**src/rtl/mem_arb_pkg.sv**
```systemverilog
// Shared types for the IF/MEM unified-memory port arbiter.
package mem_arb_pkg;

  typedef enum logic [1:0] {
    IDLE  = 2'd0,
    ISSUE = 2'd1,
    WAIT  = 2'd2,
    RESP  = 2'd3
  } state_e;

  typedef enum logic {
    OWN_I = 1'b0,
    OWN_D = 1'b1
  } owner_e;

  function automatic int unsigned lat_cnt_w(input int unsigned latency);
    return $clog2(latency + 1);
  endfunction

endpackage

```
**src/rtl/arb_priority_sel.sv**
```systemverilog
// Data-first grant selection with a starvation counter that forces an
// instruction grant after STARVE_LIMIT consecutive data grants.
module arb_priority_sel
  import mem_arb_pkg::*;
#(
  parameter int unsigned STARVE_LIMIT = 4
) (
  input  logic   clk,
  input  logic   reset,
  input  logic   i_req,
  input  logic   d_req,
  input  logic   i_idle,
  output logic   o_grant,
  output owner_e o_owner
);

  localparam int unsigned SW = $clog2(STARVE_LIMIT + 1);

  logic [SW-1:0] r_starve;
  logic          w_d_win;

  always_comb begin
    w_d_win = d_req && (!i_req || (r_starve < SW'(STARVE_LIMIT)));
    o_grant = i_idle && (d_req || i_req);
    o_owner = w_d_win ? OWN_D : OWN_I;
  end

  // Counts only data grants that bypassed a waiting fetch.
  always_ff @(posedge clk or posedge reset) begin
    if (reset) begin
      r_starve <= '0;
    end else if (o_grant) begin
      if (o_owner == OWN_D && i_req) r_starve <= r_starve + SW'(1);
      else                           r_starve <= '0;
    end
  end

endmodule

```
**src/rtl/mem_port_arbiter.sv**
```systemverilog
// Arbitrates one fixed-latency single-port memory between instruction fetch
// and data access; data side has priority, bounded by a starvation limit.
module mem_port_arbiter
  import mem_arb_pkg::*;
#(
  parameter int unsigned ADDR_W       = 32,
  parameter int unsigned DATA_W       = 32,
  parameter int unsigned LATENCY      = 1,
  parameter int unsigned STARVE_LIMIT = 4
) (
  input  logic              clk,
  input  logic              reset,
  input  logic              i_req,
  input  logic [ADDR_W-1:0] i_addr,
  output logic              i_ack,
  output logic [DATA_W-1:0] i_rdata,
  input  logic              d_req,
  input  logic              d_we,
  input  logic [ADDR_W-1:0] d_addr,
  input  logic [DATA_W-1:0] d_wdata,
  output logic              d_ack,
  output logic [DATA_W-1:0] d_rdata,
  output logic              err,
  output logic              mem_en,
  output logic              mem_we,
  output logic [ADDR_W-1:0] mem_addr,
  output logic [DATA_W-1:0] mem_wdata,
  input  logic [DATA_W-1:0] mem_rdata,
  output logic              pipe_stall
);

  localparam int unsigned CNT_W = lat_cnt_w(LATENCY);

  state_e            r_state, w_state_nxt;
  owner_e            r_owner, w_owner, w_resp_owner;
  logic              r_we;
  logic [CNT_W-1:0]  r_cnt;
  logic              r_i_ack, r_d_ack, r_err, r_mem_en, r_mem_we;
  logic [ADDR_W-1:0] r_mem_addr;
  logic [DATA_W-1:0] r_mem_wdata, r_i_rdata, r_d_rdata;

  logic              w_grant, w_misal, w_last, w_issue, w_to_resp, w_resp_we;
  logic              w_i_ack_nxt, w_d_ack_nxt, w_err_nxt, w_rd_load;
  logic [ADDR_W-1:0] w_gaddr;
  logic [DATA_W-1:0] w_rd_val;

  arb_priority_sel #(
    .STARVE_LIMIT(STARVE_LIMIT)
  ) u_sel (
    .clk    (clk),
    .reset  (reset),
    .i_req  (i_req),
    .d_req  (d_req),
    .i_idle (r_state == IDLE),
    .o_grant(w_grant),
    .o_owner(w_owner)
  );

  assign w_gaddr = (w_owner == OWN_D) ? d_addr : i_addr;
  assign w_misal = |w_gaddr[1:0];
  assign w_last  = (r_cnt == CNT_W'(1));

  always_ff @(posedge clk or posedge reset) begin
    if (reset) r_state <= IDLE;
    else       r_state <= w_state_nxt;
  end

  always_comb begin
    w_state_nxt = r_state;
    case (r_state)
      IDLE:    if (w_grant) w_state_nxt = w_misal ? RESP : ISSUE;
      ISSUE:   w_state_nxt = WAIT;
      WAIT:    if (w_last) w_state_nxt = RESP;
      RESP:    w_state_nxt = IDLE;
      default: w_state_nxt = IDLE;
    endcase
  end

  // RESP is entered either straight from IDLE (rejected) or from WAIT, so the
  // response owner/direction come from the live grant or the latched copy.
  always_comb begin
    w_issue      = (r_state == IDLE) && w_grant && !w_misal;
    w_to_resp    = (w_state_nxt == RESP) && (r_state != RESP);
    w_resp_owner = (r_state == IDLE) ? w_owner : r_owner;
    w_resp_we    = (r_state == IDLE) ? ((w_owner == OWN_D) && d_we) : r_we;
    w_i_ack_nxt  = w_to_resp && (w_resp_owner == OWN_I);
    w_d_ack_nxt  = w_to_resp && (w_resp_owner == OWN_D);
    w_err_nxt    = w_to_resp && (r_state == IDLE);
    w_rd_load    = w_to_resp && !w_resp_we;
    w_rd_val     = (r_state == IDLE) ? '0 : mem_rdata;
  end

  always_ff @(posedge clk or posedge reset) begin
    if (reset) begin
      r_owner     <= OWN_I;
      r_we        <= 1'b0;
      r_cnt       <= '0;
      r_i_ack     <= 1'b0;
      r_d_ack     <= 1'b0;
      r_err       <= 1'b0;
      r_mem_en    <= 1'b0;
      r_mem_we    <= 1'b0;
      r_mem_addr  <= '0;
      r_mem_wdata <= '0;
      r_i_rdata   <= '0;
      r_d_rdata   <= '0;
    end else begin
      r_i_ack  <= w_i_ack_nxt;
      r_d_ack  <= w_d_ack_nxt;
      r_err    <= w_err_nxt;
      r_mem_en <= w_issue;
      r_mem_we <= w_issue && (w_owner == OWN_D) && d_we;
      if ((r_state == IDLE) && w_grant) begin
        r_owner <= w_owner;
        r_we    <= (w_owner == OWN_D) && d_we;
      end
      if (w_issue) begin
        r_mem_addr  <= w_gaddr;
        r_mem_wdata <= (w_owner == OWN_D) ? d_wdata : '0;
      end
      if (r_state == ISSUE)     r_cnt <= CNT_W'(LATENCY);
      else if (r_state == WAIT) r_cnt <= r_cnt - CNT_W'(1);
      if (w_rd_load && (w_resp_owner == OWN_I)) r_i_rdata <= w_rd_val;
      if (w_rd_load && (w_resp_owner == OWN_D)) r_d_rdata <= w_rd_val;
    end
  end

  assign i_ack      = r_i_ack;
  assign d_ack      = r_d_ack;
  assign err        = r_err;
  assign i_rdata    = r_i_rdata;
  assign d_rdata    = r_d_rdata;
  assign mem_en     = r_mem_en;
  assign mem_we     = r_mem_we;
  assign mem_addr   = r_mem_addr;
  assign mem_wdata  = r_mem_wdata;
  assign pipe_stall = (i_req && !i_ack) || (d_req && !d_ack);

endmodule

```
**config.mk**
```make
export PLATFORM = sky130hd
export DESIGN_NAME = mem_port_arbiter
export DESIGN_NICKNAME = d
export VERILOG_FILES = /design/src/rtl/mem_arb_pkg.sv /design/src/rtl/arb_priority_sel.sv /design/src/rtl/mem_port_arbiter.sv
export SDC_FILE = /design/constraint.sdc
export NUM_CORES = 1
export LEC_CHECK = 0
export ABC_CLOCK_PERIOD_IN_PS = 5300
export CORE_AREA = 2 2 103 105
export CTS_CLUSTER_SIZE = 20
export DETAILED_ROUTE_END_ITERATION = 6
export DIE_AREA = 0 0 105 107
export DONT_BUFFER_PORTS = 1
export GPL_TIMING_DRIVEN = 0
export PLACE_DENSITY = 0.81
export RECOVER_POWER = 100
export SETUP_SLACK_MARGIN = 0.15
export SLEW_MARGIN = 10
export SYNTH_ARGS = -nofsm -noshare
export SYNTH_HDL_FRONTEND = slang
export SYNTH_SLANG_ARGS = --single-unit
```
**constraint.sdc**
```tcl
create_clock -name clk -period 5.3 [get_ports clk]
set_input_delay 0.53 -clock clk [delete_from_list [all_inputs] [get_ports clk]]
set_output_delay 0.53 -clock clk [all_outputs]
set_load 0.005 [all_outputs]
```
==> out/results.ini, run 1 <==
[status]
status = complete, but fails checks
failed_checks = max-capacitance violations, max-slew violations

[critical_path]
worstPathRequired_ns = 5.75
timing.critical_path.arrival_ns = 3.29
critical_path_peak_fanout = 10
startpoint_type = flip-flop
crit_path_capture_type = flip-flop
timing.setup.critical_path_class = reg -> reg

[yosys]
synth_mux_area_share_pct = 0.199
synthesized_area_fraction_occupied_by_and_or_nand_nor_cells_pct = 15.8
post_synthesis_cell_count = 521
post_synth.cell_area_avg_um2 = 10.8
synth_fa_ha_area_share_pct = 1.11
synth_top_cell_area_share_pct = 62.4
synthesis.nets = 659
yosys_warnings = 0
synth_top_family_by_area = compound AO/OA/AOI/OAI gates
complex_gate_fraction_of_the_synthesized_area_pct = 16.1
yosysUniqueCellTypes = 37
synthArstFlopShare_pct = 100
synth.ff_latch_count = 141
largest_area_contributor_in_the_netlist = dfrtp_1
post_synth_main_area_contributors = dfrtp_1 62%, a22o_1 11%, nand2_1 8.7%
sequential_share_of_the_synthesized_area_pct = 62.4
synth_edf_count = 0
xor_and_xnor_fraction_of_the_mapped_netlist_area_pct = 0
post_synth_instance_area_um2 = 5650
synth_ff_type = dfrtp_1
synth.most_common_cell = dfrtp_1
synth_commonest_cells = 141 x dfrtp_1, 131 x nand2_1, 68 x a22o_1

[grt]
grt_overflow = 0
groute.usage.overall_pct = 25.8
number_of_global_route_vias_before_repair = 4226
largest_net_degree_at_the_start_of_global_routing = 81
antenna_violations_before_repair = 0
first_pass_grt_wire_length_um = 22400

[layout]
drive_above_1_share_pct = 9.19
nNetsFinal = 680
area_delta_synth_final_pct = 12.2
insertedDiodeCount = 0
final_std_cells_w_o_fill = 691

[die]
fp.coreArea_um2 = 10100
fp-row-count = 37
die_width_um = 105
count_of_pins_on_the_block_boundary = 267
initial_standard_cell_utilization_of_the_core_pct = 56.0
overall_die_area_um2 = 11200
die_h_um = 107

[job]
cap_violations = 1

[routing]
wirelength_um = 14500
drt.antenna.violating_nets = 0
drcViolationCount = 0
wirelength_met1_um = 5250
routedWlPerCell_um = 21.0
vias = 4212
drtIter0Drc = 264
dr.pass1.iters = 5
met3_length_um = 1400
detail_route.vias_per_cell = 6.10
highest_layer = met4
met2RoutedLength_um = 7470

[placement]
dp_worst_setup_slack_ns = 3.00
dp_cells = 658
routabilityCongestion = 0.818
placement.io_buffers = 0
hpwlAfterDp_um = 10500

[clock_network]
tritoncts = built
numCtsBuffers = 17
cts-htree-levels = 4
cts.clk_slew.worst_paths_ns = 0.07
postCtsSetupRepairBufs = 0
number_of_sinks_driven_by_the_clock_tree = 141
cts_resized = 0
hold_buffers = 1
clock-root-buffer = clkbuf_8
cts-root-to-sink-buffers = 2
clock_latency_ns = 0.53

[timing]
grt_setup_unrepaired = no
ratio_of_final_minimum_period_to_clock_period_pct = 53.5
finalSetupViolations = 0
fin_ws_ns = 2.47
slew_viol_final = 62
timing_hold_violations_final = 0
final_skew_ns = 0.0103
max_clock_freq_mhz = 353
max_slew_margin_pct = -81.6
period_minus_slack_ns = 2.83
worst-slew-pin-transition_ns = 2.71

[power]
static_leakage_power_uw = 0.00310
worst_ir_drop_vdd_v = 0.000244
power.density_nw_per_um2 = 588

[hold_path]
timing.hold.worst.class = in -> reg

[worst max-delay path: stages (launching register included)]
cell and delay (ns):
dfrtp_1 0.43, inv_1 0.10, ha_1 0.26, clkbuf_1 0.36
nand3_1 0.41, inv_1 0.20, clkbuf_1 0.37, clkbuf_1 0.40
nand3_1 0.13, nand2_1 0.11
[metal layers]
metal / GRT usage, % / up-vias
met2: 43.6 / 229
met1: 29.7 / 2090
met5: 0 / -
met4: 11.1 / 0
met3: 9.42 / 32
li1: - / 1861
[power breakdown]
part	leakage, µW	switching, µW	internal [µW]
Clock	0.000251	477	594
Combinational	0.00106	453	373
Sequential	0.00180	356	1470
Total	0.00310	1290	2440
[metrics by stage]
stage                     setup TNS [ns]  utilization [%]  hold WS, ns  instance area [µm²]  total power (µW)
after floorplan                        0                -        0.463                 5650              2410
after global placement            -12.89             57.7        0.486                 5820              2630
after detailed placement               0             58.0        0.487                 5850              2700
after CTS                              0             63.4        0.114                 6400              3780
after global routing                   0             62.8        0.120                 6340              3940
final                                  0             62.8        0.128                 6340              3730
[layout make-up]
cell class	count	area, µm²
Clock buffer	18	428
Buffer	38	184
Fill cell	824	3750
Multi-Input combinational cell	335	1860
Sequential cell	141	3530
Tap cell	136	170
Clock inverter	14	109
Timing Repair Buffer	2	37.5
Inverter	7	27.5
[flip-flops by register name, summed over array words and instances, names as in the netlist, 2 cells and up]
signal,cells
i_rdata,32
mem_addr,32
r_state,2
mem_wdata,32
u_sel.r_starve,3
d_rdata,32
[placed cells by master (no fill, tap or decap), types with 2 or more instances in the layout]
cell type	Yosys	final
a21oi_1	3	4
a22o_1	68	68
a31oi_1	30	30
buf_1	3	3
buf_2	16	6
buf_6	4	4
clkbuf_1	9	24
clkbuf_16	0	16
clkbuf_8	0	2
clkinv_2	0	2
clkinvlp_4	0	5
dfrtp_1	141	141
ha_1	5	5
inv_1	6	6
inv_6	0	6
nand2_1	131	131
nand3_1	33	34
nor2_1	38	38
o21ai_0	3	5
o31ai_1	2	2
[kinds of logic (layout without fill, tap and decap cells)]
| group | Yosys count | count (layout) |
|---|---|---|
| flip-flops | 141 | 141 |
| AND/OR/NAND/NOR | 214 | 214 |
| AO/OA/AOI/OAI | 115 | 115 |
| multiplexers | 1 | 1 |
| adder cells (fa/ha/maj) | 5 | 5 |
| buffers and inverters | 45 | 79 |
[final timing paths]
| check | cells after the start | to | from | slack (ns) |
|---|---|---|---|---|
| max | 9 | mem_wdata[15]$_DFFE_PP0N_ | r_state[0]$_DFF_PP0_ | 2.47 |
| min | 2 | mem_wdata[0]$_DFFE_PP0N_ | d_wdata[0] | 0.13 |
| max reg2reg | 9 | mem_wdata[15]$_DFFE_PP0N_ | r_state[0]$_DFF_PP0_ | 2.47 |
| min reg2reg | 2 | mem_wdata[4]$_DFFE_PP0N_ | mem_wdata[4]$_DFFE_PP0N_ | 0.50 |
| max in group asynchronous | 2 | u_sel.r_starve[1]$_DFFE_PP0P_ | reset | 2.83 |
| min in group asynchronous | 2 | mem_wdata[14]$_DFFE_PP0N_ | reset | 1.24 |
Note: power is estimated with default switching activity, not from simulation.
==> inputs of run 2 (changes only) <==
- ABC_CLOCK_PERIOD_IN_PS: 5300 -> 2400
- CORE_AREA: 2 2 103 105 -> default
- CORE_MARGIN: default -> 1.5
- CORE_UTILIZATION: default -> 56
- DIE_AREA: 0 0 105 107 -> default
- PLACE_DENSITY: 0.81 -> 0.84
- clock period: 5.3 -> 2.4 ns (I/O delays scaled with it)
==> run 2 against run 1 <==
  * The flow now finishes without violations
  * Non-clock buffer count up 130
  * Die area down 4.7%
  * Maximum frequency increased by 28%
  * Final cell count rose by 18%
  * Critical path type unchanged
  * Critical endpoint is now d_rdata[11]$_DFFE_PP0P_
  * Largest power group unchanged
==> out/results.ini, run 2 (same netlist as run 1, synthesis figures left out) <==
[status]
status = completed  ; was complete, but fails checks

[critical_path]
rr_startpoint = r_state[0]$_DFF_PP0_  ; unchanged
cp_slowest_cell = dfrtp_1  ; unchanged
worst_setup_path_startpoint = r_state[0]$_DFF_PP0_  ; unchanged
timing.setup.critical_path_class = reg -> reg  ; unchanged
r2r_setup_slack_ns = 0.19  ; was 2.47 ns
crit_path_capture_type = flip-flop  ; unchanged
startpoint_type = flip-flop  ; unchanged
cp_cell_sequence = inv_1 > ha_2 > nor2b_4 > or3b_4 > nor2b_1 > buf_4 > buf_6 > a22o_1  ; was inv_1 > ha_1 > clkbuf_1 > nand3_1 > inv_1 > clkbuf_1 > clkbuf_1 > nand3_1 > nand2_1
critical_path.max_stage_delay_ns = 0.44  ; was 0.43 ns
critical_path_peak_fanout = 10  ; unchanged
worstPathRequired_ns = 2.84  ; was 5.75 ns
timing.critical_path.arrival_ns = 2.66  ; was 3.29 ns

[clock_network]
cts-root-to-sink-buffers = 2  ; unchanged
cts-htree-levels = 4  ; unchanged
cts.clk_slew.worst_paths_ns = 0.07  ; about the same
number_of_sinks_driven_by_the_clock_tree = 141  ; unchanged
numCtsBuffers = 17  ; unchanged
tritoncts = built  ; unchanged
clock_latency_ns = 0.51  ; was 0.53 ns
clock-root-buffer = clkbuf_8  ; unchanged

[layout]
final_std_cells_w_o_fill = 818  ; was 691
drive_above_1_share_pct = 11.2  ; was 9.19%
layout_commonest_cell = dfrtp_1  ; unchanged
most_frequent_cells_in_the_layout = 141 x dfrtp_1, 131 x nand2_1, 127 x dlygate4sd3_1  ; was 141 x dfrtp_1, 131 x nand2_1, 68 x a22o_1
nNetsFinal = 810  ; was 680
insertedDiodeCount = 0  ; unchanged
area_delta_synth_final_pct = 36.9  ; was 12.2%
finalCoreUtilization_pct = 79.2  ; was 62.8%

[timing]
slew_viol_final = 0  ; was 62
worst-slew-pin-transition_ns = 1.17  ; was 2.71 ns
final.hold.worst_slack_ns = 0.0374  ; was 0.128 ns
max_slew_margin_pct = 21.9  ; was -81.6%
timing_hold_violations_final = 0  ; unchanged
period_minus_slack_ns = 2.21  ; was 2.83 ns
final_skew_ns = 0.00954  ; was 0.0103 ns
max_clock_freq_mhz = 452  ; was 353 MHz
ratio_of_final_minimum_period_to_clock_period_pct = 92.3  ; was 53.5%
grt_setup_unrepaired = yes  ; was no
setup-tns-final_ns = 0  ; unchanged
finalSetupViolations = 0  ; unchanged

[grt]
first_pass_grt_wire_length_um = 26900  ; was 22,400 µm
groute.usage.overall_pct = 33.9  ; was 25.8%
grt_overflow = 0  ; unchanged
number_of_global_route_vias_before_repair = 5096  ; was 4,226
largest_net_degree_at_the_start_of_global_routing = 42  ; was 81
antenna_violations_before_repair = 0  ; unchanged

[job]
cap_violations = 0  ; was 1

[routing]
dr.pass1.iters = 5  ; unchanged
drt.antenna.violating_nets = 0  ; unchanged
met3_length_um = 1930  ; was 1400 µm
wirelength_met1_um = 6330  ; was 5250 µm
wirelength_um = 18300  ; was 14,500 µm
drcViolationCount = 0  ; unchanged
routedWlPerCell_um = 22.4  ; was 21.0 µm
highest_layer = met4  ; unchanged
met2RoutedLength_um = 9170  ; was 7470 µm
vias = 5048  ; was 4,212
detail_route.vias_per_cell = 6.17  ; was 6.10
drtIter0Drc = 242  ; was 264

[hold_path]
hp-start = d_addr[1]  ; was d_wdata[0]
timing.hold.worst.class = in -> reg  ; unchanged

[die]
initial_standard_cell_utilization_of_the_core_pct = 57.8  ; was 56.0%
count_of_pins_on_the_block_boundary = 267  ; unchanged
overall_die_area_um2 = 10700  ; was 11,200 µm²
fp.coreArea_um2 = 9770  ; was 10,100 µm²
die_width_um = 103  ; was 105 µm
die_h_um = 103  ; was 107 µm
fp-row-count = 36  ; was 37

[power]
static_leakage_power_uw = 0.00372  ; was 0.00310 µW
power.density_nw_per_um2 = 1160  ; was 588 nW/µm²
tot_pwr_uw = 8950  ; was 3730 µW
worst_ir_drop_vdd_v = 0.000635  ; was 0.000244 V

[placement]
hpwlAfterDp_um = 10500  ; about the same
placement.io_buffers = 0  ; unchanged
routabilityCongestion = 0.791  ; was 0.818
dp_cells = 657  ; was 658

-- run 2: changes by cell type in the layout (fill, tap and decap cells not counted), moves of 2 or more --
cell / before / now
buf_2: 6 / 9
buf_4: 1 / 8
bufinv_16: 0 / 2
clkbuf_1: 24 / 10
clkbuf_2: 0 / 5
clkbuf_4: 0 / 3
dlygate4sd3_1: 1 / 127
-- run 2: final timing paths --
path	endpoint	depth (start not counted)
max	d_rdata[11]$_DFFE_PP0P_	8
min	mem_we$_DFF_PP0_	3
max reg2reg	d_rdata[11]$_DFFE_PP0P_	8
min reg2reg	mem_wdata[5]$_DFFE_PP0N_	2
max in group asynchronous	mem_wdata[22]$_DFFE_PP0N_	3
min in group asynchronous	mem_addr[5]$_DFFE_PP0N_	2
-- run 2: layout make-up --
| type | instances | area, µm² |
|---|---|---|
| multi-input combinational | 335 | 1890 |
| fill | 509 | 2040 |
| tap | 133 | 166 |
| sequential | 141 | 3530 |
| buffer | 38 | 219 |
| inverter | 7 | 27.5 |
| clock inverter | 14 | 156 |
| timing repair buffer | 132 | 1320 |
| clock buffer | 18 | 428 |
-- run 2: power breakdown --
group          internal, µW  switching, µW  total [µW]
registers              3250            864        4120
logic                  1040           1230        2270
clock network          1520           1040        2560
total                  5820           3130        8950
-- run 2: what timing repair did --
action | 4_1_cts | 5_1_grt
hold buffers | 127 | 0
setup buffers | 0 | 2
hold endpoints to repair | 153 | 0
resized for setup | 1 | 9
endpoints found under the setup margin | 30 | 62
-- run 2: layer usage --
layer	GRT usage, %	vias up
li1	-	2113
met1	38.7	2454
met2	56.2	401
met3	11.0	80
met4	19.3	0
met5	0	-
-- run 2: critical path: cells and delay by family (launching register included) --
| kind | cells | cell delay (ns) |
|---|---|---|
| adder cells (fa/ha/maj) | 1 | 0.35 |
| AO/OA/AOI/OAI | 1 | 0.17 |
| AND/OR/NAND/NOR | 3 | 0.77 |
| buffers and inverters | 3 | 0.42 |
| flip-flops | 1 | 0.44 |
-- run 2: through the flow --
step                area [µm²]  setup slack (ns)
finish                    7740             0.186
global route              7740            0.0749
floorplan                 5650             0.397
CTS                       7740             0.124
global placement          5820            -0.144
detailed placement        5880            0.0360
